File: config.mk
export PLATFORM = sky130hd
export DESIGN_NAME = usbf_dma_eng_flat
export DESIGN_NICKNAME = d
export VERILOG_FILES = /design/src/rtl/usbf_dma_eng_if.sv /design/src/rtl/usbf_dma_eng.sv /design/src/flat_wrapper.sv
export SDC_FILE = /design/constraint.sdc
export NUM_CORES = 1
export LEC_CHECK = 0
export BUFFER_PORTS_ARGS = -buffer_cell sky130_fd_sc_hd__buf_2
export CELL_PAD_IN_SITES_DETAIL_PLACEMENT = 0
export CELL_PAD_IN_SITES_GLOBAL_PLACEMENT = 1
export CORE_MARGIN = 5
export CORE_UTILIZATION = 35
export DETAILED_ROUTE_END_ITERATION = 16
export GPL_TIMING_DRIVEN = 0
export HOLD_SLACK_MARGIN = 0.1
export PLACE_DENSITY_LB_ADDON = 0.1
export SYNTH_ARGS = -nofsm -noshare
export SYNTH_HDL_FRONTEND = slang
export SYNTH_SLANG_ARGS = --single-unit
File: constraint.sdc
create_clock -name wclk -period 8.9 [get_ports wclk]
set_clock_uncertainty 0.1 [all_clocks]
set_input_delay 1.78 -clock wclk [delete_from_list [all_inputs] [get_ports wclk]]
set_output_delay 1.78 -clock wclk [all_outputs]
set_load 0.005 [all_outputs]
File: src/rtl/usbf_dma_eng_if.sv
// WISHBONE master bus bundle used by the USB function DMA engine.
// The master modport is the engine side; the slave modport is the memory/bus side.
interface usbf_dma_eng_if;
  logic [31:0] wbm_adr;
  logic [31:0] wbm_dout;
  logic [31:0] wbm_din;
  logic        wbm_we;
  logic        wbm_stb;
  logic [3:0]  wbm_sel;
  logic        wbm_ack;
  logic        wbm_err;

  modport master (
    output wbm_adr, wbm_dout, wbm_we, wbm_stb, wbm_sel,
    input  wbm_din, wbm_ack, wbm_err
  );

  modport slave (
    input  wbm_adr, wbm_dout, wbm_we, wbm_stb, wbm_sel,
    output wbm_din, wbm_ack, wbm_err
  );
endinterface

File: src/rtl/usbf_dma_eng.sv
// Single-channel DMA engine: one 32-bit word per endpoint dma_req, moved by a
// WISHBONE read followed by a write, with the buffer side wrapping inside a ring.
module usbf_dma_eng #(
  parameter int LEN_W = 16,
  parameter int OFF_W = 12
) (
  input  logic             wclk,
  input  logic             rst,
  input  logic             cfg_we,
  input  logic             cfg_dir,
  input  logic [31:0]      cfg_mem_adr,
  input  logic [31:0]      cfg_buf_base,
  input  logic [OFF_W-1:0] cfg_buf_sz,
  input  logic [LEN_W-1:0] cfg_len,
  input  logic             ch_en,
  input  logic             dma_req,
  output logic             dma_ack,
  usbf_dma_eng_if.master   wb,
  output logic             busy,
  output logic             done,
  output logic             err,
  output logic [LEN_W-1:0] rem
);

  localparam logic [2:0] S_IDLE = 3'd0;
  localparam logic [2:0] S_RD   = 3'd1;
  localparam logic [2:0] S_WR   = 3'd2;
  localparam logic [2:0] S_ACK  = 3'd3;
  localparam logic [2:0] S_ERR  = 3'd4;

  logic [2:0]       state_q,   state_d;
  logic [29:0]      mem_ptr_q, mem_ptr_d;
  logic [29:0]      base_q,    base_d;
  logic [OFF_W-1:0] buf_off_q, buf_off_d;
  logic [OFF_W-1:0] sz_q,      sz_d;
  logic [LEN_W-1:0] rem_q,     rem_d;
  logic [31:0]      data_r_q,  data_r_d;
  logic             dir_q,     dir_d;
  logic             err_q,     err_d;

  logic             load_cfg;
  logic [29:0]      buf_word;
  logic [29:0]      adr_word;
  logic             unused_cfg_bits;

  assign unused_cfg_bits = ^{cfg_mem_adr[1:0], cfg_buf_base[1:0]};

  assign load_cfg = cfg_we && ((state_q == S_IDLE) || (state_q == S_ERR));
  assign buf_word = base_q + 30'(buf_off_q);

  always_comb begin
    state_d   = state_q;
    mem_ptr_d = mem_ptr_q;
    base_d    = base_q;
    buf_off_d = buf_off_q;
    sz_d      = sz_q;
    rem_d     = rem_q;
    data_r_d  = data_r_q;
    dir_d     = dir_q;
    err_d     = err_q;

    if (load_cfg) begin
      mem_ptr_d = cfg_mem_adr[31:2];
      base_d    = cfg_buf_base[31:2];
      buf_off_d = '0;
      sz_d      = cfg_buf_sz;
      rem_d     = cfg_len;
      dir_d     = cfg_dir;
      err_d     = 1'b0;
    end

    case (state_q)
      S_IDLE: begin
        if (!load_cfg && ch_en && dma_req && (rem_q != '0) && !err_q)
          state_d = S_RD;
      end
      S_RD: begin
        if (wb.wbm_err) begin
          err_d   = 1'b1;
          state_d = S_ERR;
        end else if (!ch_en) begin
          state_d = S_IDLE;
        end else if (wb.wbm_ack) begin
          data_r_d = wb.wbm_din;
          state_d  = S_WR;
        end
      end
      S_WR: begin
        if (wb.wbm_err) begin
          err_d   = 1'b1;
          state_d = S_ERR;
        end else if (!ch_en) begin
          state_d = S_IDLE;
        end else if (wb.wbm_ack) begin
          state_d = S_ACK;
        end
      end
      S_ACK: begin
        // A ring size of 0 makes sz-1 all ones, giving the full 2^OFF_W ring.
        rem_d     = rem_q - LEN_W'(1);
        mem_ptr_d = mem_ptr_q + 30'd1;
        buf_off_d = (buf_off_q == (sz_q - OFF_W'(1))) ? '0 : (buf_off_q + OFF_W'(1));
        state_d   = S_IDLE;
      end
      S_ERR: begin
        if (load_cfg)
          state_d = S_IDLE;
      end
      default: state_d = S_IDLE;
    endcase
  end

  always_ff @(posedge wclk) begin
    if (!rst) begin
      state_q   <= S_IDLE;
      mem_ptr_q <= '0;
      base_q    <= '0;
      buf_off_q <= '0;
      sz_q      <= '0;
      rem_q     <= '0;
      data_r_q  <= '0;
      dir_q     <= 1'b0;
      err_q     <= 1'b0;
    end else begin
      state_q   <= state_d;
      mem_ptr_q <= mem_ptr_d;
      base_q    <= base_d;
      buf_off_q <= buf_off_d;
      sz_q      <= sz_d;
      rem_q     <= rem_d;
      data_r_q  <= data_r_d;
      dir_q     <= dir_d;
      err_q     <= err_d;
    end
  end

  // Read from the source side, write to the destination side; idle bus shows 0.
  always_comb begin
    adr_word = '0;
    case (state_q)
      S_RD:    adr_word = dir_q ? mem_ptr_q : buf_word;
      S_WR:    adr_word = dir_q ? buf_word : mem_ptr_q;
      default: adr_word = '0;
    endcase
  end

  assign wb.wbm_adr  = {adr_word, 2'b00};
  assign wb.wbm_dout = data_r_q;
  assign wb.wbm_stb  = (state_q == S_RD) || (state_q == S_WR);
  assign wb.wbm_we   = (state_q == S_WR);
  assign wb.wbm_sel  = 4'hf;

  assign dma_ack = (state_q == S_ACK);
  assign done    = (state_q == S_ACK) && (rem_q == LEN_W'(1));
  assign busy    = (state_q == S_RD) || (state_q == S_WR) || (state_q == S_ACK);
  assign err     = err_q;
  assign rem     = rem_q;

endmodule

File: src/flat_wrapper.sv
// flat-port wrapper written by rule: the top's interface ports become plain ports
module usbf_dma_eng_flat 
#(
  parameter int LEN_W = 16,
  parameter int OFF_W = 12
)
  (wclk, rst, cfg_we, cfg_dir, cfg_mem_adr, cfg_buf_base, cfg_buf_sz, cfg_len, ch_en, dma_req, dma_ack, busy, done, err, rem, wb_wbm_adr, wb_wbm_dout, wb_wbm_we, wb_wbm_stb, wb_wbm_sel, wb_wbm_din, wb_wbm_ack, wb_wbm_err);
  usbf_dma_eng_if wb_i ();
  input  logic wclk;
  input  logic rst;
  input  logic cfg_we;
  input  logic cfg_dir;
  input  logic [31:0] cfg_mem_adr;
  input  logic [31:0] cfg_buf_base;
  input  logic [OFF_W-1:0] cfg_buf_sz;
  input  logic [LEN_W-1:0] cfg_len;
  input  logic ch_en;
  input  logic dma_req;
  output logic dma_ack;
  output logic busy;
  output logic done;
  output logic err;
  output logic [LEN_W-1:0] rem;
  output wire logic [$bits(wb_i.wbm_adr)-1:0] wb_wbm_adr;
  output wire logic [$bits(wb_i.wbm_dout)-1:0] wb_wbm_dout;
  output wire logic [$bits(wb_i.wbm_we)-1:0] wb_wbm_we;
  output wire logic [$bits(wb_i.wbm_stb)-1:0] wb_wbm_stb;
  output wire logic [$bits(wb_i.wbm_sel)-1:0] wb_wbm_sel;
  input wire logic [$bits(wb_i.wbm_din)-1:0] wb_wbm_din;
  input wire logic [$bits(wb_i.wbm_ack)-1:0] wb_wbm_ack;
  input wire logic [$bits(wb_i.wbm_err)-1:0] wb_wbm_err;
  assign wb_wbm_adr = wb_i.wbm_adr;
  assign wb_wbm_dout = wb_i.wbm_dout;
  assign wb_wbm_we = wb_i.wbm_we;
  assign wb_wbm_stb = wb_i.wbm_stb;
  assign wb_wbm_sel = wb_i.wbm_sel;
  assign wb_i.wbm_din = wb_wbm_din;
  assign wb_i.wbm_ack = wb_wbm_ack;
  assign wb_i.wbm_err = wb_wbm_err;
  usbf_dma_eng #(.LEN_W(LEN_W), .OFF_W(OFF_W)) u_core (.wclk(wclk), .rst(rst), .cfg_we(cfg_we), .cfg_dir(cfg_dir), .cfg_mem_adr(cfg_mem_adr), .cfg_buf_base(cfg_buf_base), .cfg_buf_sz(cfg_buf_sz), .cfg_len(cfg_len), .ch_en(ch_en), .dma_req(dma_req), .dma_ack(dma_ack), .wb(wb_i), .busy(busy), .done(done), .err(err), .rem(rem));
endmodule
==> impl_results.md, run 1 <==
- Status: finished clean
- Synth-to-Final Area Change: 26.1%
- Startpoint types: flip-flop
- Comb pwr share: 0.122
- Drt pass-1 iters: 5
- Final setup viols: 0
- Fmax: 192 MHz
- Reg2reg end: u_core.buf_off_q[2]
- Clock root buffer: clkbuf_16
- Flop pwr share: 0.420
- Post-route ant nets: 0
- P_int: 0.00112 W
- Avg WL per Cell: 18.2 um
- Initial antenna violation count: 5
- Clock Sink Count: roughly 140
- R2R cell count: 11
- Pins Over Slew Limit: 0
- Cell row count: 54
- VDD IR max: about 0.10 mV
- Synthesized area: slightly below 8000 um2
- H-Tree Depth: 4
- Worst r2r src: u_core.sz_q[0]
- Switching Fraction: 0.298
- Final worst-path cycle share: 0.586
- DRT Wirelength: 28,900 um
- Share of layout cells above drive strength 1: 0.210
- P_leak: 4.11 nW
- Fin crit period: 5.22 ns
- Vias per cell: approximately 5.3
- Post-Syn Instances: about 1,100
- Clock latency on the worst-skew pair: around 0.43 ns
- Hold_buf cts: 0
- Worst hold path class: reg2reg
- FF+latch count, synth: 137
- Slew @ Worst Pin: roughly 0.98 ns
- Post-synthesis sequential area ratio: 0.353
- CP Class: reg2out
- Avg Cell Area, Syn: ~7.4 um2
- Grt ovf: 0
- Synthesis warning total: 0
- Post-CTS Setup Inserts: 0
- Max FO, Critical Path: 7
- Total GRT Usage: 0.220
- First-pass GRT wire length: between 40,000 and 50,000 um
- Pin count of the biggest net entering global routing: 17
- Iteration-0 DRC Markers: ~520
- Async S/R FF share, synth: 0
- Placer congestion estimate: 0.867
- Die Ht: 159 um
- Worst path max stage delay: approximately 0.56 ns
- CP cell instances: ha_1, inv_1, fa_1, nor2b_1, o21a_1, o21ai_0, a21boi_0, o41ai_1, nor4_1, or3_1, buf_2
- CTS tree: built
- Vias in the first global route: between 8,000 and 9,000
- CP Depth: 11
- Initial cell density of the core: 0.356
- Fin. Hold Viols: 0
- Switch Pwr: 0.000476 W
- Count of flip-flops with a built-in enable after synthesis: 0
- Nets@finish: 1,440
- CP max-delay cell: o41ai_1
- R2R setup slack: ~6.2 ns
- Port-buffer cells: 211
- Unrepaired setup endpoints after global routing: false
- DP HPWL: between 20,000 and 25,000 um
- I/O Pins: 222
- Clock Path Buffers: 2
- Post-synth top area share: 0.353
- # DRC: 0
- Area leader, netlist: dfxtp_1
- CTS resizes: 0
- Power Density: between 150 and 200 nW/um2
- Crit path from: u_core.buf_off_q[0]
- Crit-path leading delay family: compound AO/OA/AOI/OAI gates
- Final setup TNS: 0 ns
- Clock Power Share: 0.458
- TritonCTS Buffers: 17
- Total number of vias: approximately 8,400
- Synth unique cells: 67
- Ys flop type: dfxtp_1
- Data arrival time of the critical path: 3.34 ns
- Worst endpoint required time: ~7 ns
- CP endpoint kind: primary output
- Total power: between 0.0015 and 0.002 W
- Worst rel slew slack: 0.341
- DIE WIDTH: around 160 um
- Core footprint: 21,800 um2
- Buf/Inv on CP: 2
- Die Footprint: ~25,000 um2
- Setup crit end: wb_wbm_adr[12]
- Max-cap viol count: 0
- Reg clk slew, reported paths: 0.07 ns
- Top cells by area, synth: dfxtp_1 35%, nand2_1 11%, a21oi_1 9.8%, nor2_1 3.6%, o21ai_0 3.3%
==> registers in the layout, indices dropped and copies added (netlist names) <==
register	count
u_core.sz_q	12
u_core.wb.wbm_dout	32
u_core.base_q	30
u_core.dir_q	1
u_core.state_q	3
u_core.mem_ptr_q	30
u_core.rem	16
u_core.err	1
u_core.buf_off_q	12
==> area by class of cell <==
| type | count | area [um2] |
|---|---|---|
| Clock buffer | 17 | 425 |
| Sequential cell | 137 | 2740 |
| Antenna cell | 3 | 7.51 |
| Timing Repair Buffer | 211 | 1060 |
| Tap cell | 280 | 350 |
| Multi-Input combinational cell | 839 | 4690 |
| Clock inverter | 15 | 176 |
| Buffer | 64 | 279 |
| Inverter | 20 | 75.1 |
| Fill cell | 2286 | 12000 |
==> per-layer routing <==
| metal | share of wire | vias to the layer above | wire, um | track usage |
|---|---|---|---|---|
| li1 | - | 4222 | - | - |
| met1 | 0.45 | 3908 | 13100 | 0.292 |
| met2 | 0.47 | 235 | 13600 | 0.356 |
| met3 | 0.059 | 36 | 1700 | 0.0577 |
| met4 | 0.018 | 4 | 514 | 0.0578 |
| met5 | 0.00093 | - | 27 | 0 |
==> synth_stat cells, drive strengths merged (3+ instances only) <==
master	instances
mux2i	9
nand2	233
a22oi	5
nor3b	11
o21a	4
dfxtp	137
a221oi	6
a31oi	5
ha	17
nand3b	6
o41ai	4
or3	6
nand4	7
nand2b	6
o31ai	4
a21oi	152
nor4	10
o21ai	55
a311oi	3
and2	6
inv	20
and3	17
a211oi	10
nor3	22
a21o	10
nor2	74
or2	10
buf	11
clkbuf	53
nand4b	3
nor2b	3
nand3	28
a2bb2oi	3
xnor2	18
o211ai	19
xor2	22
a32oi	7
o311ai	4
and4	6
o21bai	3
==> power groups by stage <==
stage                     combinational [W]  clock [W]  sequential, W
final                              0.000195   0.000732       0.000672
after global routing               0.000216   0.000772       0.000675
after CTS                          0.000195   0.000747       0.000671
after detailed placement           0.000194          0       0.000685
after global placement             0.000194          0       0.000685
after floorplan                    0.000114          0       0.000675
==> through the flow <==
step	instances	utilization	worst slack, ns	area [um2]	hold WS [ns]
after floorplan	1060	-	4.73	7790	0.340
after global placement	1551	0.421	4.13	9190	0.339
after detailed placement	1551	0.421	4.16	9190	0.344
after CTS	1583	0.449	3.70	9790	0.353
after global routing	1586	0.449	3.42	9800	0.367
final	1586	0.449	3.68	9800	0.352
==> kinds of logic after synthesis <==
group                    synth area share
buffers and inverters              0.0456
multiplexers                       0.0145
AND/OR/NAND/NOR                     0.264
flip-flops                          0.353
XOR/XNOR                           0.0451
other                            0.000966
adder cells (fa/ha/maj)            0.0299
AO/OA/AOI/OAI                       0.247
==> worst min-delay path by stage <==
stage	cells past startpoint	slack (ns)	end	from
5_1_grt	2	0.37	u_core.wb.wbm_dout[1]	u_core.wb.wbm_dout[1]
4_1_cts	2	0.35	u_core.wb.wbm_dout[1]	u_core.wb.wbm_dout[1]
2_1_floorplan	2	0.34	u_core.base_q[0]	u_core.base_q[0]
3_5_place_dp	2	0.34	u_core.wb.wbm_dout[1]	u_core.wb.wbm_dout[1]
3_3_place_gp	2	0.34	u_core.wb.wbm_dout[31]	u_core.wb.wbm_dout[31]
6_report	2	0.35	u_core.wb.wbm_dout[1]	u_core.wb.wbm_dout[1]
==> placed cells by master (no fill, tap or decap), drive strengths merged, types with 6 or more instances in the layout <==
cell type  count
nor2          74
dfxtp        137
mux2i          9
or3            6
nand2b         6
and2           6
a221oi         6
nand3         28
xor2          22
a21oi        152
o21ai         55
and3          17
nand2        233
inv           29
xnor2         18
a21o          10
a32oi          7
conb           6
o211ai        19
nor4          10
buf          222
nor3b         11
ha            17
nand4          7
nand3b         6
nor3          22
and4           6
clkbuf        70
a211oi        10
or2           10
==> worst min-delay path, delay by kind of cell (launching register included) <==
family,cells,cell delay [ns]
DFF,1,0.31
and+or+nand+nor,1,0.05
AOI/OAI and AO/OA,1,0.05
(Power assumes the default switching activity.)
==> run 2: changes to the inputs <==
--- a/config.mk
+++ b/config.mk
@@ -5,11 +5,12 @@
 export SDC_FILE = /design/constraint.sdc
 export NUM_CORES = 1
 export LEC_CHECK = 0
+export ABC_AREA = 1
 export BUFFER_PORTS_ARGS = -buffer_cell sky130_fd_sc_hd__buf_2
 export CELL_PAD_IN_SITES_DETAIL_PLACEMENT = 0
 export CELL_PAD_IN_SITES_GLOBAL_PLACEMENT = 1
 export CORE_MARGIN = 5
-export CORE_UTILIZATION = 35
+export CORE_UTILIZATION = 34
 export DETAILED_ROUTE_END_ITERATION = 16
 export GPL_TIMING_DRIVEN = 0
 export HOLD_SLACK_MARGIN = 0.1
==> constraint.sdc (replaced) <==
create_clock -name wclk -period 4.8 [get_ports wclk]
set_clock_uncertainty 0.1 [all_clocks]
set_input_delay 0.96 -clock wclk [delete_from_list [all_inputs] [get_ports wclk]]
set_output_delay 0.96 -clock wclk [all_outputs]
set_load 0.005 [all_outputs]
==> impl_results.md, run 2 <==
- P_leak: 5.27 nW
- Met2 routed WL: about 17,000 um
- Final Non-Filler Cells: between 2,000 and 2,500
- CTS resizes: 0
- Initial antenna violation count: 3
- Placement Cell Area: approximately 11,000 um2
- Final setup TNS: 0 ns
- Initial cell density of the core: 0.345
- Power Density: between 400 and 500 nW/um2
- Fin crit period: approximately 4.0 ns
- Setup WS pre-CTS: roughly 1.3 ns
- CP Class: reg2out
- TritonCTS Buffers: 17
- VDD IR max: between 0.2 and 0.25 mV
- Max reg flops: 32
- Die Ht: ~180 um
- Drt pass-1 iters: 4
- Avg Cell Area, Syn: about 6.4 um2
- Worst hold path class: reg2reg
- Final core occ: 0.422
- DR top layer: met5
- Pin count of the biggest net entering global routing: 17
- Worst endpoint required time: around 3.7 ns
- Fin. Hold Viols: 0
- Max-cap viol count: 0
- Vias per cell: ~5.1
- N_diodes: 0
- Clock Path Buffers: 2
- Avg WL per Cell: around 18 um
- DRT Wirelength: around 36,000 um
- Vias in the first global route: 10,172
- Final setup viols: 0
- # DRC: 0
- Synth-to-Final Area Change: 22.5%
- CP endpoint kind: primary output
- First-pass GRT wire length: about 56,000 um
- Commonest cells after routing, fill and taps aside: 297 x nand2_1, 231 x buf_2, 212 x nor2_1
- Iteration-0 DRC Markers: between 600 and 700
- Synthesized area: 9290 um2
- Max FO, Critical Path: 7
- Nets@finish: 1,840
- Die Footprint: a little over 30,000 um2
- Post-Syn Instances: 1,457
- Total GRT Usage: 0.233
- Synth unique cells: 57
- Clock root buffer: clkbuf_16
- Synthesis warning total: 0
- H-Tree Depth: 4
- Fmax: about 250 MHz
- Startpoint types: flip-flop
- FF+latch count, synth: 137
- Cell row count: 60
- Post-synthesis sequential area ratio: 0.295
- Port-buffer cells: 210
- Setup ws final: ~0.83 ns
- Wl on met1: between 15,000 and 20,000 um
- Post-synth top area share: 0.295
- Worst rel slew slack: 0.485
- Unrepaired setup endpoints after global routing: false
- Ys flop type: dfxtp_1
- CTS tree: built
- Async S/R FF share, synth: 0
- Met3 wire len: 2220 um
- Slew @ Worst Pin: 0.772 ns
- Area leader, netlist: dfxtp_1
- Clock Sink Count: 137
- Status: finished clean
- Post-route ant nets: 0
- I/O Pins: between 200 and 250
- Most frequent cell after synthesis: nand2_1
- Commonest non-fill, non-tap cell in the layout: nand2_1
- Clock latency on the worst-skew pair: roughly 0.44 ns
- Grt ovf: 0
- Share of layout cells above drive strength 1: 0.213
- Count of flip-flops with a built-in enable after synthesis: 0
- Placer congestion estimate: roughly 0.9
- Total number of vias: 10,334
- DIE WIDTH: 175 um
- Data arrival time of the critical path: 2.91 ns
- Reg clk slew, reported paths: around 0.08 ns
- DP HPWL: approximately 28,000 um
- Finished Cell Area: 11,400 um2
- Commonest cells post-synth: 297 x nand2_1, 212 x nor2_1, 150 x inv_1, 137 x dfxtp_1, 123 x nand3_1
- DP Cell Count: around 2,000
- Post-CTS Setup Inserts: 0
- Hold_buf cts: 0
- Top cells by area, synth: dfxtp_1 30%, nand2_1 12%, nor2_1 8.6%, nand3_1 6.6%, o21ai_0 6.4%
- Pins Over Slew Limit: 0
- Final worst-path cycle share: 0.827
- Core footprint: between 20,000 and 30,000 um2
## run 2: cell count changes after synthesis, moves of 16 or more
| cell | change |
|---|---|
| o21ai_0 | +67 |
| nand2_2 | +16 |
| nand3_1 | +95 |
| buf_2 | +20 |
| nand3b_1 | +19 |
| xnor2_1 | -16 |
| inv_1 | +132 |
| nand2_1 | +64 |
| and3_1 | -16 |
| clkbuf_1 | -26 |
| a21oi_1 | -50 |
| nor2_1 | +138 |
## run 2: layout make-up
class / count / area [um2]
timing repair buffer: 210 / 1050
tap: 341 / 427
multi-input combinational: 1098 / 5620
buffer: 64 / 330
sequential: 137 / 2740
fill: 2945 / 15600
inverter: 162 / 609
clock buffer: 17 / 425
clock inverter: 15 / 173
## run 2: stage by stage
step	power, W	hold slack, ns
5_1_grt	0.00537	0.406
2_1_floorplan	0.00291	0.344
3_5_place_dp	0.00365	0.374
3_3_place_gp	0.00363	0.368
6_report	0.00503	0.385
4_1_cts	0.00504	0.386
## run 2: worst max-delay path, stage by stage, from the launching register on
cell and delay, ns:
dfxtp_1 0.47, ha_1 0.22, inv_1 0.06, fa_1 0.41, o21ai_1 0.28, nand2_1 0.11, nand2_1 0.12, nand2_1 0.06
nand2_1 0.12, xor2_1 0.24, nand2_1 0.08, nand3b_1 0.16, buf_2 0.14
## run 2: path summary, 6_finish.rpt
| kind | cells after the start | from | end | slack [ns] |
|---|---|---|---|---|
| setup reg to reg | 12 | u_core.sz_q[0] | u_core.buf_off_q[10] | 2.68 |
| setup / recovery | 12 | u_core.buf_off_q[0] | wb_wbm_adr[12] | 0.83 |
| hold / removal | 2 | u_core.mem_ptr_q[16] | u_core.mem_ptr_q[16] | 0.38 |
| hold reg to reg | 2 | u_core.mem_ptr_q[16] | u_core.mem_ptr_q[16] | 0.38 |
## run 2: layer usage
metal / vias to the layer above / track usage
li1: 5268 / -
met1: 4708 / 0.313
met2: 307 / 0.386
met3: 45 / 0.0415
met4: 6 / 0.0635
met5: - / 0
## run 2: logic make-up after synthesis
group,after synthesis,synth area share
AOI/OAI and AO/OA,296,0.182
xor gates and xnor gates,14,0.0132
adders and majority gates,18,0.0251
buffers and inverters,226,0.101
DFF,137,0.295
other,2,0.000808
and+or+nand+nor,764,0.382
## run 2: where the power goes
part	internal [W]	switching (W)	total, W	leakage [nW]
Combinational	0.000665	0.00134	0.00201	3.86
Clock	0.000747	0.000642	0.00139	0.295
Sequential	0.00137	0.000264	0.00163	1.12
